[src/rtl/mem_resp_pkg.sv]
// Shared types for the GPU data-memory responder.
// Latency: n/a. Backpressure: n/a.
package mem_resp_pkg;

  typedef enum logic [1:0] {
    IDLE,
    ACCESS,
    RESPOND
  } state_t;

  typedef enum logic {
    OP_READ,
    OP_WRITE
  } op_t;

endpackage

[src/rtl/data_mem_responder_arb.sv]
// Round-robin pick of the first requester at or after ptr; purely combinational.
// Latency: 0 cycles. Backpressure: none, grant is advisory to the caller.
module rr_arbiter #(
  parameter int N  = 4,
  parameter int PW = (N > 1) ? $clog2(N) : 1
) (
  input  logic [N-1:0]  req,
  input  logic [PW-1:0] ptr,
  output logic [N-1:0]  grant,
  output logic [PW-1:0] idx
);

  logic w_found;

  always_comb begin
    grant   = '0;
    idx     = '0;
    w_found = 1'b0;
    for (int i = 0; i < N; i++) begin
      if (!w_found && req[(int'(ptr) + i) % N]) begin
        w_found                     = 1'b1;
        grant[(int'(ptr) + i) % N]  = 1'b1;
        idx                         = PW'((int'(ptr) + i) % N);
      end
    end
  end

endmodule

[src/rtl/data_mem_responder.sv]
// Round-robin GPU data-memory responder on one single-port array, host preload port.
// Latency: ready LATENCY cycles after grant edge; one request in flight, others wait.
module data_mem_responder
  import mem_resp_pkg::*;
#(
  parameter int ADDR_BITS = 8,
  parameter int DATA_BITS = 8,
  parameter int CHANNELS  = 4,
  parameter int DEPTH     = 256,
  parameter int LATENCY   = 2
) (
  input  logic                                 clk,
  input  logic                                 reset,
  input  logic [CHANNELS-1:0]                  read_valid,
  input  logic [CHANNELS-1:0][ADDR_BITS-1:0]   read_address,
  output logic [CHANNELS-1:0]                  read_ready,
  output logic [CHANNELS-1:0][DATA_BITS-1:0]   read_data,
  input  logic [CHANNELS-1:0]                  write_valid,
  input  logic [CHANNELS-1:0][ADDR_BITS-1:0]   write_address,
  input  logic [CHANNELS-1:0][DATA_BITS-1:0]   write_data,
  output logic [CHANNELS-1:0]                  write_ready,
  input  logic                                 host_write_enable,
  input  logic [ADDR_BITS-1:0]                 host_address,
  input  logic [DATA_BITS-1:0]                 host_write_data,
  output logic [DATA_BITS-1:0]                 host_read_data,
  output logic                                 host_busy,
  output logic                                 busy
);

  localparam int CW = (CHANNELS > 1) ? $clog2(CHANNELS) : 1;
  localparam int IW = (DEPTH > 1) ? $clog2(DEPTH) : 1;
  localparam int LW = (LATENCY > 1) ? $clog2(LATENCY) : 1;

  function automatic logic in_range(input logic [ADDR_BITS-1:0] a);
    return ({1'b0, a} < (ADDR_BITS+1)'(DEPTH));
  endfunction

  state_t                               r_state;
  op_t                                  r_op;
  logic [CW-1:0]                        r_ch;
  logic [CW-1:0]                        r_ptr;
  logic [ADDR_BITS-1:0]                 r_addr;
  logic [DATA_BITS-1:0]                 r_wdata;
  logic [LW-1:0]                        r_cnt;
  logic [CHANNELS-1:0]                  r_rd_served;
  logic [CHANNELS-1:0]                  r_wr_served;
  logic [CHANNELS-1:0]                  r_read_ready;
  logic [CHANNELS-1:0]                  r_write_ready;
  logic [CHANNELS-1:0][DATA_BITS-1:0]   r_read_data;
  logic [DATA_BITS-1:0]                 r_host_rd;
  logic                                 r_busy;
  logic [DATA_BITS-1:0]                 r_mem [DEPTH];

  logic [CHANNELS-1:0] w_rd_req;
  logic [CHANNELS-1:0] w_wr_req;
  logic [CHANNELS-1:0] w_gnt;
  logic [CW-1:0]       w_idx;
  logic                w_any;
  logic                w_gnt_wr;
  logic                w_commit;
  logic                w_host_we;

  // Served flags are per op so a pending read behind a same-channel write stays eligible.
  assign w_rd_req  = read_valid  & ~r_rd_served;
  assign w_wr_req  = write_valid & ~r_wr_served;
  assign w_any     = |(w_rd_req | w_wr_req);
  assign w_gnt_wr  = |(w_gnt & w_wr_req);
  assign w_commit  = (r_state == ACCESS) && (r_cnt == '0);
  assign w_host_we = host_write_enable && reset && (r_state == IDLE) && !w_any;

  rr_arbiter #(
    .N  (CHANNELS),
    .PW (CW)
  ) u_arb (
    .req   (w_rd_req | w_wr_req),
    .ptr   (r_ptr),
    .grant (w_gnt),
    .idx   (w_idx)
  );

  always_ff @(posedge clk or negedge reset) begin
    if (!reset) begin
      r_state       <= IDLE;
      r_op          <= OP_READ;
      r_ch          <= '0;
      r_ptr         <= '0;
      r_addr        <= '0;
      r_wdata       <= '0;
      r_cnt         <= '0;
      r_rd_served   <= '0;
      r_wr_served   <= '0;
      r_read_ready  <= '0;
      r_write_ready <= '0;
      r_read_data   <= '0;
      r_busy        <= 1'b0;
    end else begin
      for (int c = 0; c < CHANNELS; c++) begin
        if (!read_valid[c] && !write_valid[c]) begin
          r_rd_served[c] <= 1'b0;
          r_wr_served[c] <= 1'b0;
        end
      end
      case (r_state)
        IDLE: begin
          if (w_any) begin
            r_ch    <= w_idx;
            r_op    <= w_gnt_wr ? OP_WRITE : OP_READ;
            r_addr  <= w_gnt_wr ? write_address[w_idx] : read_address[w_idx];
            r_wdata <= write_data[w_idx];
            r_cnt   <= LW'(LATENCY - 1);
            r_ptr   <= (w_idx == CW'(CHANNELS - 1)) ? '0 : w_idx + CW'(1);
            r_busy  <= 1'b1;
            r_state <= ACCESS;
          end
        end
        ACCESS: begin
          if (r_cnt == '0) begin
            if (r_op == OP_READ) begin
              r_read_data[r_ch]  <= in_range(r_addr) ? r_mem[r_addr[IW-1:0]] : '0;
              r_read_ready[r_ch] <= 1'b1;
              r_rd_served[r_ch]  <= 1'b1;
            end else begin
              r_write_ready[r_ch] <= 1'b1;
              r_wr_served[r_ch]   <= 1'b1;
            end
            r_state <= RESPOND;
          end else begin
            r_cnt <= r_cnt - LW'(1);
          end
        end
        RESPOND: begin
          r_read_ready  <= '0;
          r_write_ready <= '0;
          r_busy        <= 1'b0;
          r_state       <= IDLE;
        end
        default: r_state <= IDLE;
      endcase
    end
  end

  // Storage is deliberately left without reset so preloaded contents survive it.
  always_ff @(posedge clk) begin
    if (w_commit && (r_op == OP_WRITE) && in_range(r_addr)) begin
      r_mem[r_addr[IW-1:0]] <= r_wdata;
    end else if (w_host_we && in_range(host_address)) begin
      r_mem[host_address[IW-1:0]] <= host_write_data;
    end
  end

  always_ff @(posedge clk or negedge reset) begin
    if (!reset) begin
      r_host_rd <= '0;
    end else begin
      r_host_rd <= in_range(host_address) ? r_mem[host_address[IW-1:0]] : '0;
    end
  end

  assign read_ready     = r_read_ready;
  assign write_ready    = r_write_ready;
  assign read_data      = r_read_data;
  assign host_read_data = r_host_rd;
  assign host_busy      = r_busy;
  assign busy           = r_busy;

endmodule

[config.mk]
export PLATFORM = sky130hd
export DESIGN_NAME = data_mem_responder
export DESIGN_NICKNAME = d
export VERILOG_FILES = /design/src/rtl/mem_resp_pkg.sv /design/src/rtl/data_mem_responder_arb.sv /design/src/rtl/data_mem_responder.sv
export SDC_FILE = /design/constraint.sdc
export NUM_CORES = 2
export LEC_CHECK = 0
export CORE_UTILIZATION = 35
export CTS_CLUSTER_SIZE = 10
export DETAILED_ROUTE_END_ITERATION = 10
export GPL_TIMING_DRIVEN = 0
export HOLD_SLACK_MARGIN = 0.15
export MAX_ROUTING_LAYER = met4
export SLEW_MARGIN = 20
export SYNTH_ARGS = -nofsm -noshare
export SYNTH_HDL_FRONTEND = slang
export SYNTH_SLANG_ARGS = --single-unit
[constraint.sdc]
create_clock -name clk -period 6 [get_ports clk]
set_input_delay 1.8 -clock clk [delete_from_list [all_inputs] [get_ports clk]]
set_output_delay 1.8 -clock clk [all_outputs]
set_load 0.01 [all_outputs]
---- Word level (Yosys, flattened, before mapping) ----
Memory sizes are Yosys's and may differ from the RTL's. A register that Yosys moved wholly into a read port is not among the register bits.
Index checks and enable logic that the tools add are counted.
operators by class
  add/sub/neg operators ................... 5
  $lt $le $gt $ge ......................... 11
  equality and inequality tests ........... 7
  multiplexer cells ....................... 79
  bitwise gates (word level) .............. 18
  reduce and logical (&&, ||, !) cells .... 47
operator list
  kind                                                                          count
  4-bit two-way mux                                                             14
  8-bit two-way mux                                                             7
  8-bit binary-select mux with 2-bit select                                     3
  32-bit bitwise mux                                                            1
  1-bit two-way mux                                                             32
  4-bit OR                                                                      8
  1-bit logical AND                                                             17
  8-bit demux with 2-bit select                                                 1
  4-bit case mux with 2 select lines                                            2
  2-bit two-way mux                                                             7
  1-bit logical NOT                                                             13
  4-bit AND                                                                     3
  3-bit by 4-bit less-than comparator with 1-bit output, second input constant  3
  1-bit demux with 2-bit select                                                 5
  3-bit by 1-bit >= comparator with 1-bit output, second input constant         3
  2-bit by 3-bit less-than comparator with 1-bit output, second input constant  3
  3-bit AND reduction                                                           3
  1-bit binary-select mux with 2-bit select                                     4
  2-bit inequality test, second input constant                                  4
  4-bit inverter                                                                2
  2-bit AND reduction                                                           4
  4-bit OR reduction                                                            2
  8-bit OR reduction                                                            1
  2-bit nonzero test                                                            3
  other kinds (12)                                                              22
word-level totals
  flip-flop bits (word level) ............. 73
  memory bits (writable) .................. 2048
  input port bits ......................... 123
  output and inout bits ................... 50
  word-level logic and storage cells ...... 184
  memories ................................ 1
memories
  memory  words  bits a word  rd ports  clocked after memory_dff  write ports  RTL line                  source
  r_mem   256    8            2         1                         1            data_mem_responder.sv:52  logic [DATA_BITS-1:0] r_mem [DEPTH];

---- Logic depth before layout (Yosys ltp) ----
  depth in word-level cells ............... 18
  gate-level depth with buffers ........... 13
  mapped depth without buffers ............ 10

---- Cells and area by module ----
Synthesis repeated with hierarchy kept, for this count alone.
unflattened totals
  cell total of the unflattened synthesis .. 5163
  area, all modules ....................... 99963.4 µm²
modules (own cells, without submodules)
  module              times used  cells an instance  area each (µm²)  sequential area each (µm²)
  data_mem_responder  1           5117               99544.2          63525.9
  rr_arbiter          1           46                 419.2            0.0

---- Worst setup path before layout ----
No wires, ideal clock.
  kind .................................... input port to flip-flop
  from .................................... input write_valid[2]
  to ...................................... memory r_mem[0][0], data pin
  library setup time ...................... 0.825 ns
  arrival time ............................ 6.246 ns
  required time ........................... 5.175 ns
  setup slack ............................. -1.070 ns
  stages .................................. 8
  buffers on the path ..................... 2
  cells stage by stage .................... nor2b_1 > or2_1 > nor4_4 > and4_1 > buf_2 > buf_2 > nand2_1 > nand2_1
on the way
  longest elaborated chain between the ends .. 10
RTL lines
  item                                     RTL line                   source
  from (decl)                              data_mem_responder.sv:18   input logic [CHANNELS-1:0] write_valid,
  4-bit AND                                data_mem_responder.sv:65   assign w_wr_req = write_valid & ~r_wr_served;
  4-bit OR                                 data_mem_responder.sv:66   assign w_any = |(w_rd_req | w_wr_req);
  4-bit OR reduction                       data_mem_responder.sv:66
  1-bit logical NOT                        data_mem_responder.sv:69   assign w_host_we = host_write_enable && reset && (r_state == IDLE) && !w_any;
  1-bit logical AND                        data_mem_responder.sv:69
  1-bit two-way mux                        data_mem_responder.sv:146  end else if (w_host_we && in_range(host_address)) begin
  1-bit two-way mux                        data_mem_responder.sv:144  if (w_commit && (r_op == OP_WRITE) && in_range(r_addr)) begin
  1-bit two-way mux (implied by the code)  data_mem_responder.sv:147  r_mem[host_address[IW-1:0]] <= host_write_data;
  8-bit OR reduction (no line)             -
  8-bit two-way mux (no line)              -
  to (decl)                                data_mem_responder.sv:52
Every way passes these cells.

---- Final worst setup path ----
  from .................................... register r_addr[1]
  to ...................................... register r_read_data (netlist bit read_data[16])
on the way
  longest elaborated chain between the ends .. 2
RTL lines
  item                             RTL line                   source
  from (decl)                      data_mem_responder.sv:42   logic [ADDR_BITS-1:0] r_addr;
  from (signal assigned)           data_mem_responder.sv:108  r_addr <= w_gnt_wr ? write_address[w_idx] : read_address[w_idx];
  memory 256 x 8 bit               -
  32-bit bitwise mux               data_mem_responder.sv:119  r_read_data[r_ch] <= in_range(r_addr) ? r_mem[r_addr[IW-1:0]] : '0;
  to (signal, indexed assignment)  data_mem_responder.sv:119
  to (decl)                        data_mem_responder.sv:49   logic [CHANNELS-1:0][DATA_BITS-1:0] r_read_data;
Every way passes these cells.
A chain may end at the register's enable or synchronous reset.

==> impl_metrics.env <==
export IMPL_hold_class="flip-flop to flip-flop"
export IMPL_fill_cells=24800
export IMPL_ys_ff_latch=2129
export IMPL_violations="design-rule violations, negative setup slack"
export IMPL_critical_path_arrival_ns=7.08
export IMPL_path_buf_inv=3
export IMPL_power_share_clock_pct=25.3
export IMPL_switching_share_pct=38.1
export IMPL_max_slew_margin_rel_pct=3.94
export IMPL_drc=2
export IMPL_dp_cells=8797
export IMPL_ant_nets=0
export IMPL_worst_pin_slew_ns=1.43
export IMPL_grt_antenna_before_repair=38
export IMPL_cts_sinks=2129
export IMPL_synth_async_reset_ratio_pct=3.80
export IMPL_wirelength_mm=409
export IMPL_first_pass_iters=9
export IMPL_fin_skew_ns=0.0548
export IMPL_hold_violations=0
export IMPL_grt_overflow=0
export IMPL_yosysTopAreaCell="edfxtp_1"
export IMPL_die_w_um=537
export IMPL_initial_core_util_pct=35.3
export IMPL_synthesis_nets=4978
export IMPL_reg2reg_from="r_addr[1]$_DFFE_PN0P_"
export IMPL_vdd_ir_drop_max_uv=571
export IMPL_synthCells=4847
export IMPL_synth_edff_count=2048
export IMPL_r2r_end="read_data[16]$_DFFE_PN0P_"
export IMPL_path_class="flip-flop to flip-flop"
export IMPL_cts_path_max_buffers=3
export IMPL_max_freq_mhz=160
export IMPL_worstPathCellList="buf_4 -> buf_2 -> clkbuf_1 -> mux4_2 -> mux2i_1 -> o22ai_1 -> nor3_1 -> nor4_1 -> nor3b_1 -> mux2_2"
export IMPL_place_gp_congestion=1.02
export IMPL_cp_required_ns=6.84
export IMPL_synth_flop_cell="edfxtp_1"
export IMPL_path_max_fanout=10
export IMPL_rsz0062_at_grt="yes"
export IMPL_post_cts_buffers=0
export IMPL_p_switching_mw=20.1
export IMPL_finalCritPeriodShare_pct=104
export IMPL_hold_depth=2
export IMPL_cts_buffers=237
export IMPL_port_buffers=166
export IMPL_slowest_delay_ns=1.16
export IMPL_layout_cells_non_filler=9143
export IMPL_dr_total_vias=61000
export IMPL_num_rows=195
export IMPL_slew_viol_final=0
export IMPL_drive_gt1_share_pct=38.6
export IMPL_dieArea_mm2=0.288
export IMPL_die_h_um=537
export IMPL_leakage_nw=35.7
export IMPL_grt_max_degree=131
export IMPL_pwr_share_seq_pct=36.0
export IMPL_outcome="finished with violations"
export IMPL_dp_hpwl_mm=295
export IMPL_grt_pass1_wl_mm=539
export IMPL_post_synth_cell_area_avg_um2=20.6
export IMPL_area_growth_pct=15.0
export IMPL_finalSetupViolCount=96
export IMPL_htree_levels=4
export IMPL_layout_commonest_cell="edfxtp_1"
export IMPL_p_int_mw=32.6
export IMPL_start_kind="flip-flop"
export IMPL_syn_cell_area_mm2=0.100
export IMPL_synth_top_area_share_pct=61.5
export IMPL_power_density_mw_per_mm2=458
export IMPL_reg2reg_slack_ns=-0.24
export IMPL_layout_common_cells="2048 x edfxtp_1, 1238 x mux4_2, 238 x clkbuf_16"
export IMPL_cts_hold_buf=0
export IMPL_via_per_inst=6.68
export IMPL_core_mm2=0.283
export IMPL_cp_end_kind="flip-flop"
export IMPL_path_delay_family="simple AND/OR/NAND/NOR gates"
export IMPL_clk_latency_ns=0.92
export IMPL_drt_iter0_markers=11200
export IMPL_yosys_top_cells_area="edfxtp_1 61%, mux4_2 28%, mux2i_1 2.1%"
export IMPL_r2r_cells=10
export IMPL_maxCapViolCount=0
export IMPL_first_global_vias=59000
export IMPL_post_drt_wl_per_cell_um=44.7
export IMPL_p_comb_share_pct=38.7
export IMPL_critPathSlowestCell="nor4_1"
export IMPL_grtUsageTotal_pct=29.2
export IMPL_min_delay_start="read_data[29]$_DFFE_PN0P_"
export IMPL_yosysWarnings=0
export IMPL_setup_ws_ns=-0.236
export IMPL_clk_transition_reported_paths_ns=0.06
export IMPL_yosysSeqAreaShare_pct=63.5
export IMPL_ys_types=50
export IMPL_ios=173
export IMPL_min_period_ns=6.24
export IMPL_finalPower_mw=52.7
export IMPL_min_to="read_data[29]$_DFFE_PN0P_"
export IMPL_root_buffer="clkbuf_16"
export IMPL_final_nets=5423
export IMPL_cts_tree="done"
==> power groups by stage <==
stage	clock [mW]	combinational, mW	sequential [mW]
after floorplan	0	10.3	19.6
after global placement	0	18.9	20.2
after detailed placement	0	19.7	19.3
after CTS	13.3	19.7	19.0
after global routing	13.8	20.5	19.0
final	13.3	20.4	19.0
==> tightest hold or removal path, delay by kind of cell, from the launching register on <==
family / cells / cell delay [ns]
flops: 1 / 0.34
simple gates: 2 / 0.11
==> kinds of logic (layout without fill, tap and decap cells) <==
family,count (synthesis),after routing,share of synthesized area (%)
AO/OA/AOI/OAI,231,231,1.46
XOR/XNOR,1,1,0.00876
adder cells (fa/ha/maj),8,8,0.100
buffers and inverters,403,930,1.88
flip-flops,2129,2129,63.5
multiplexers,1486,1486,30.4
other,0,26,0
AND/OR/NAND/NOR,589,589,2.63
==> area by class of cell <==
type / instances / area (um2) / share of cell area, %
Sequential cell: 2129 / 63500 / 55.2
Multi-Input combinational cell: 2315 / 35500 / 30.8
Clock buffer: 294 / 6200 / 5.39
Tap cell: 3743 / 4680 / 4.07
Timing Repair Buffer: 207 / 2690 / 2.34
Buffer: 388 / 1950 / 1.69
Clock inverter: 27 / 407 / 0.353
Antenna cell: 26 / 65.1 / 0.0565
Inverter: 14 / 52.6 / 0.0457
==> synth_stat cells, types with 2 or more instances <==
master / instances
and3_1: 5
mux2i_1: 211
ha_1: 8
a21oi_1: 27
o21ai_0: 35
mux4_2: 1238
nand3b_1: 8
clkbuf_1: 178
inv_1: 13
nand2_1: 139
nand2b_1: 18
or3_1: 18
o22ai_1: 80
a22oi_1: 19
nand4_1: 10
o31ai_1: 3
dfrtp_1: 81
mux2_2: 37
or2_2: 22
nor4_1: 8
and4_1: 2
a31oi_1: 9
nor3_1: 48
a21o_1: 3
o21ai_1: 10
buf_2: 122
and2_1: 4
buf_4: 50
nand3_1: 8
o21a_1: 8
nor2b_1: 7
buf_6: 3
buf_1: 36
nor2_1: 278
edfxtp_1: 2048
a21boi_0: 3
nor3b_1: 10
o211ai_1: 28
==> timing repair <==
action,in CTS,in global routing
resized for setup,108,126
pin swaps,0,0
setup endpoints to repair,835,1573
==> layer usage <==
metal  share of wire [%]  global-route usage (%)  up-vias
met5                   0                       -        -
met4                 6.8                    16.6        0
met3                  13                    9.59      948
met2                  45                    42.2     5118
met1                  35                    35.9    33100
li1                    -                       -    21900
==> worst max path at each step <==
stage	from	to	slack [ns]	depth (start not counted)
floorplan	write_valid[2]	r_mem[0][0]$_DFFE_PP_	0.53	8
global placement	reset	r_mem[190][4]$_DFFE_PP_	-5.98	6
detailed placement	write_valid[1]	r_mem[120][3]$_DFFE_PP_	-1.19	12
CTS	write_valid[1]	r_mem[224][1]$_DFFE_PP_	-0.27	12
global route	read_valid[0]	r_mem[57][5]$_DFFE_PP_	-0.13	11
finish	r_addr[1]$_DFFE_PN0P_	read_data[16]$_DFFE_PN0P_	-0.24	10
==> registers in the layout, summed over array words and instances, names as in the netlist, 2 cells and up <==
register,cells
r_state,2
read_data,32
r_wdata,8
r_wr_served,4
r_ptr,2
read_ready,4
r_rd_served,4
r_mem,2048
host_read_data,8
r_addr,8
r_ch,2
write_ready,4
==> per-stage QoR <==
stage	hold slack, ns	setup WS [ns]	utilization (%)	TNS, ns	cell area [um2]
2_1_floorplan	0.455	0.525	-	0	100000
3_3_place_gp	0.474	-5.98	37.6	-	106000
3_5_place_dp	0.465	-1.19	38.0	-2095.77	108000
4_1_cts	0.478	-0.273	40.4	-16.70	115000
5_1_grt	0.512	-0.129	40.6	-4.95	115000
6_report	0.478	-0.236	40.6	-7.47	115000
(Power assumes the default switching activity.)
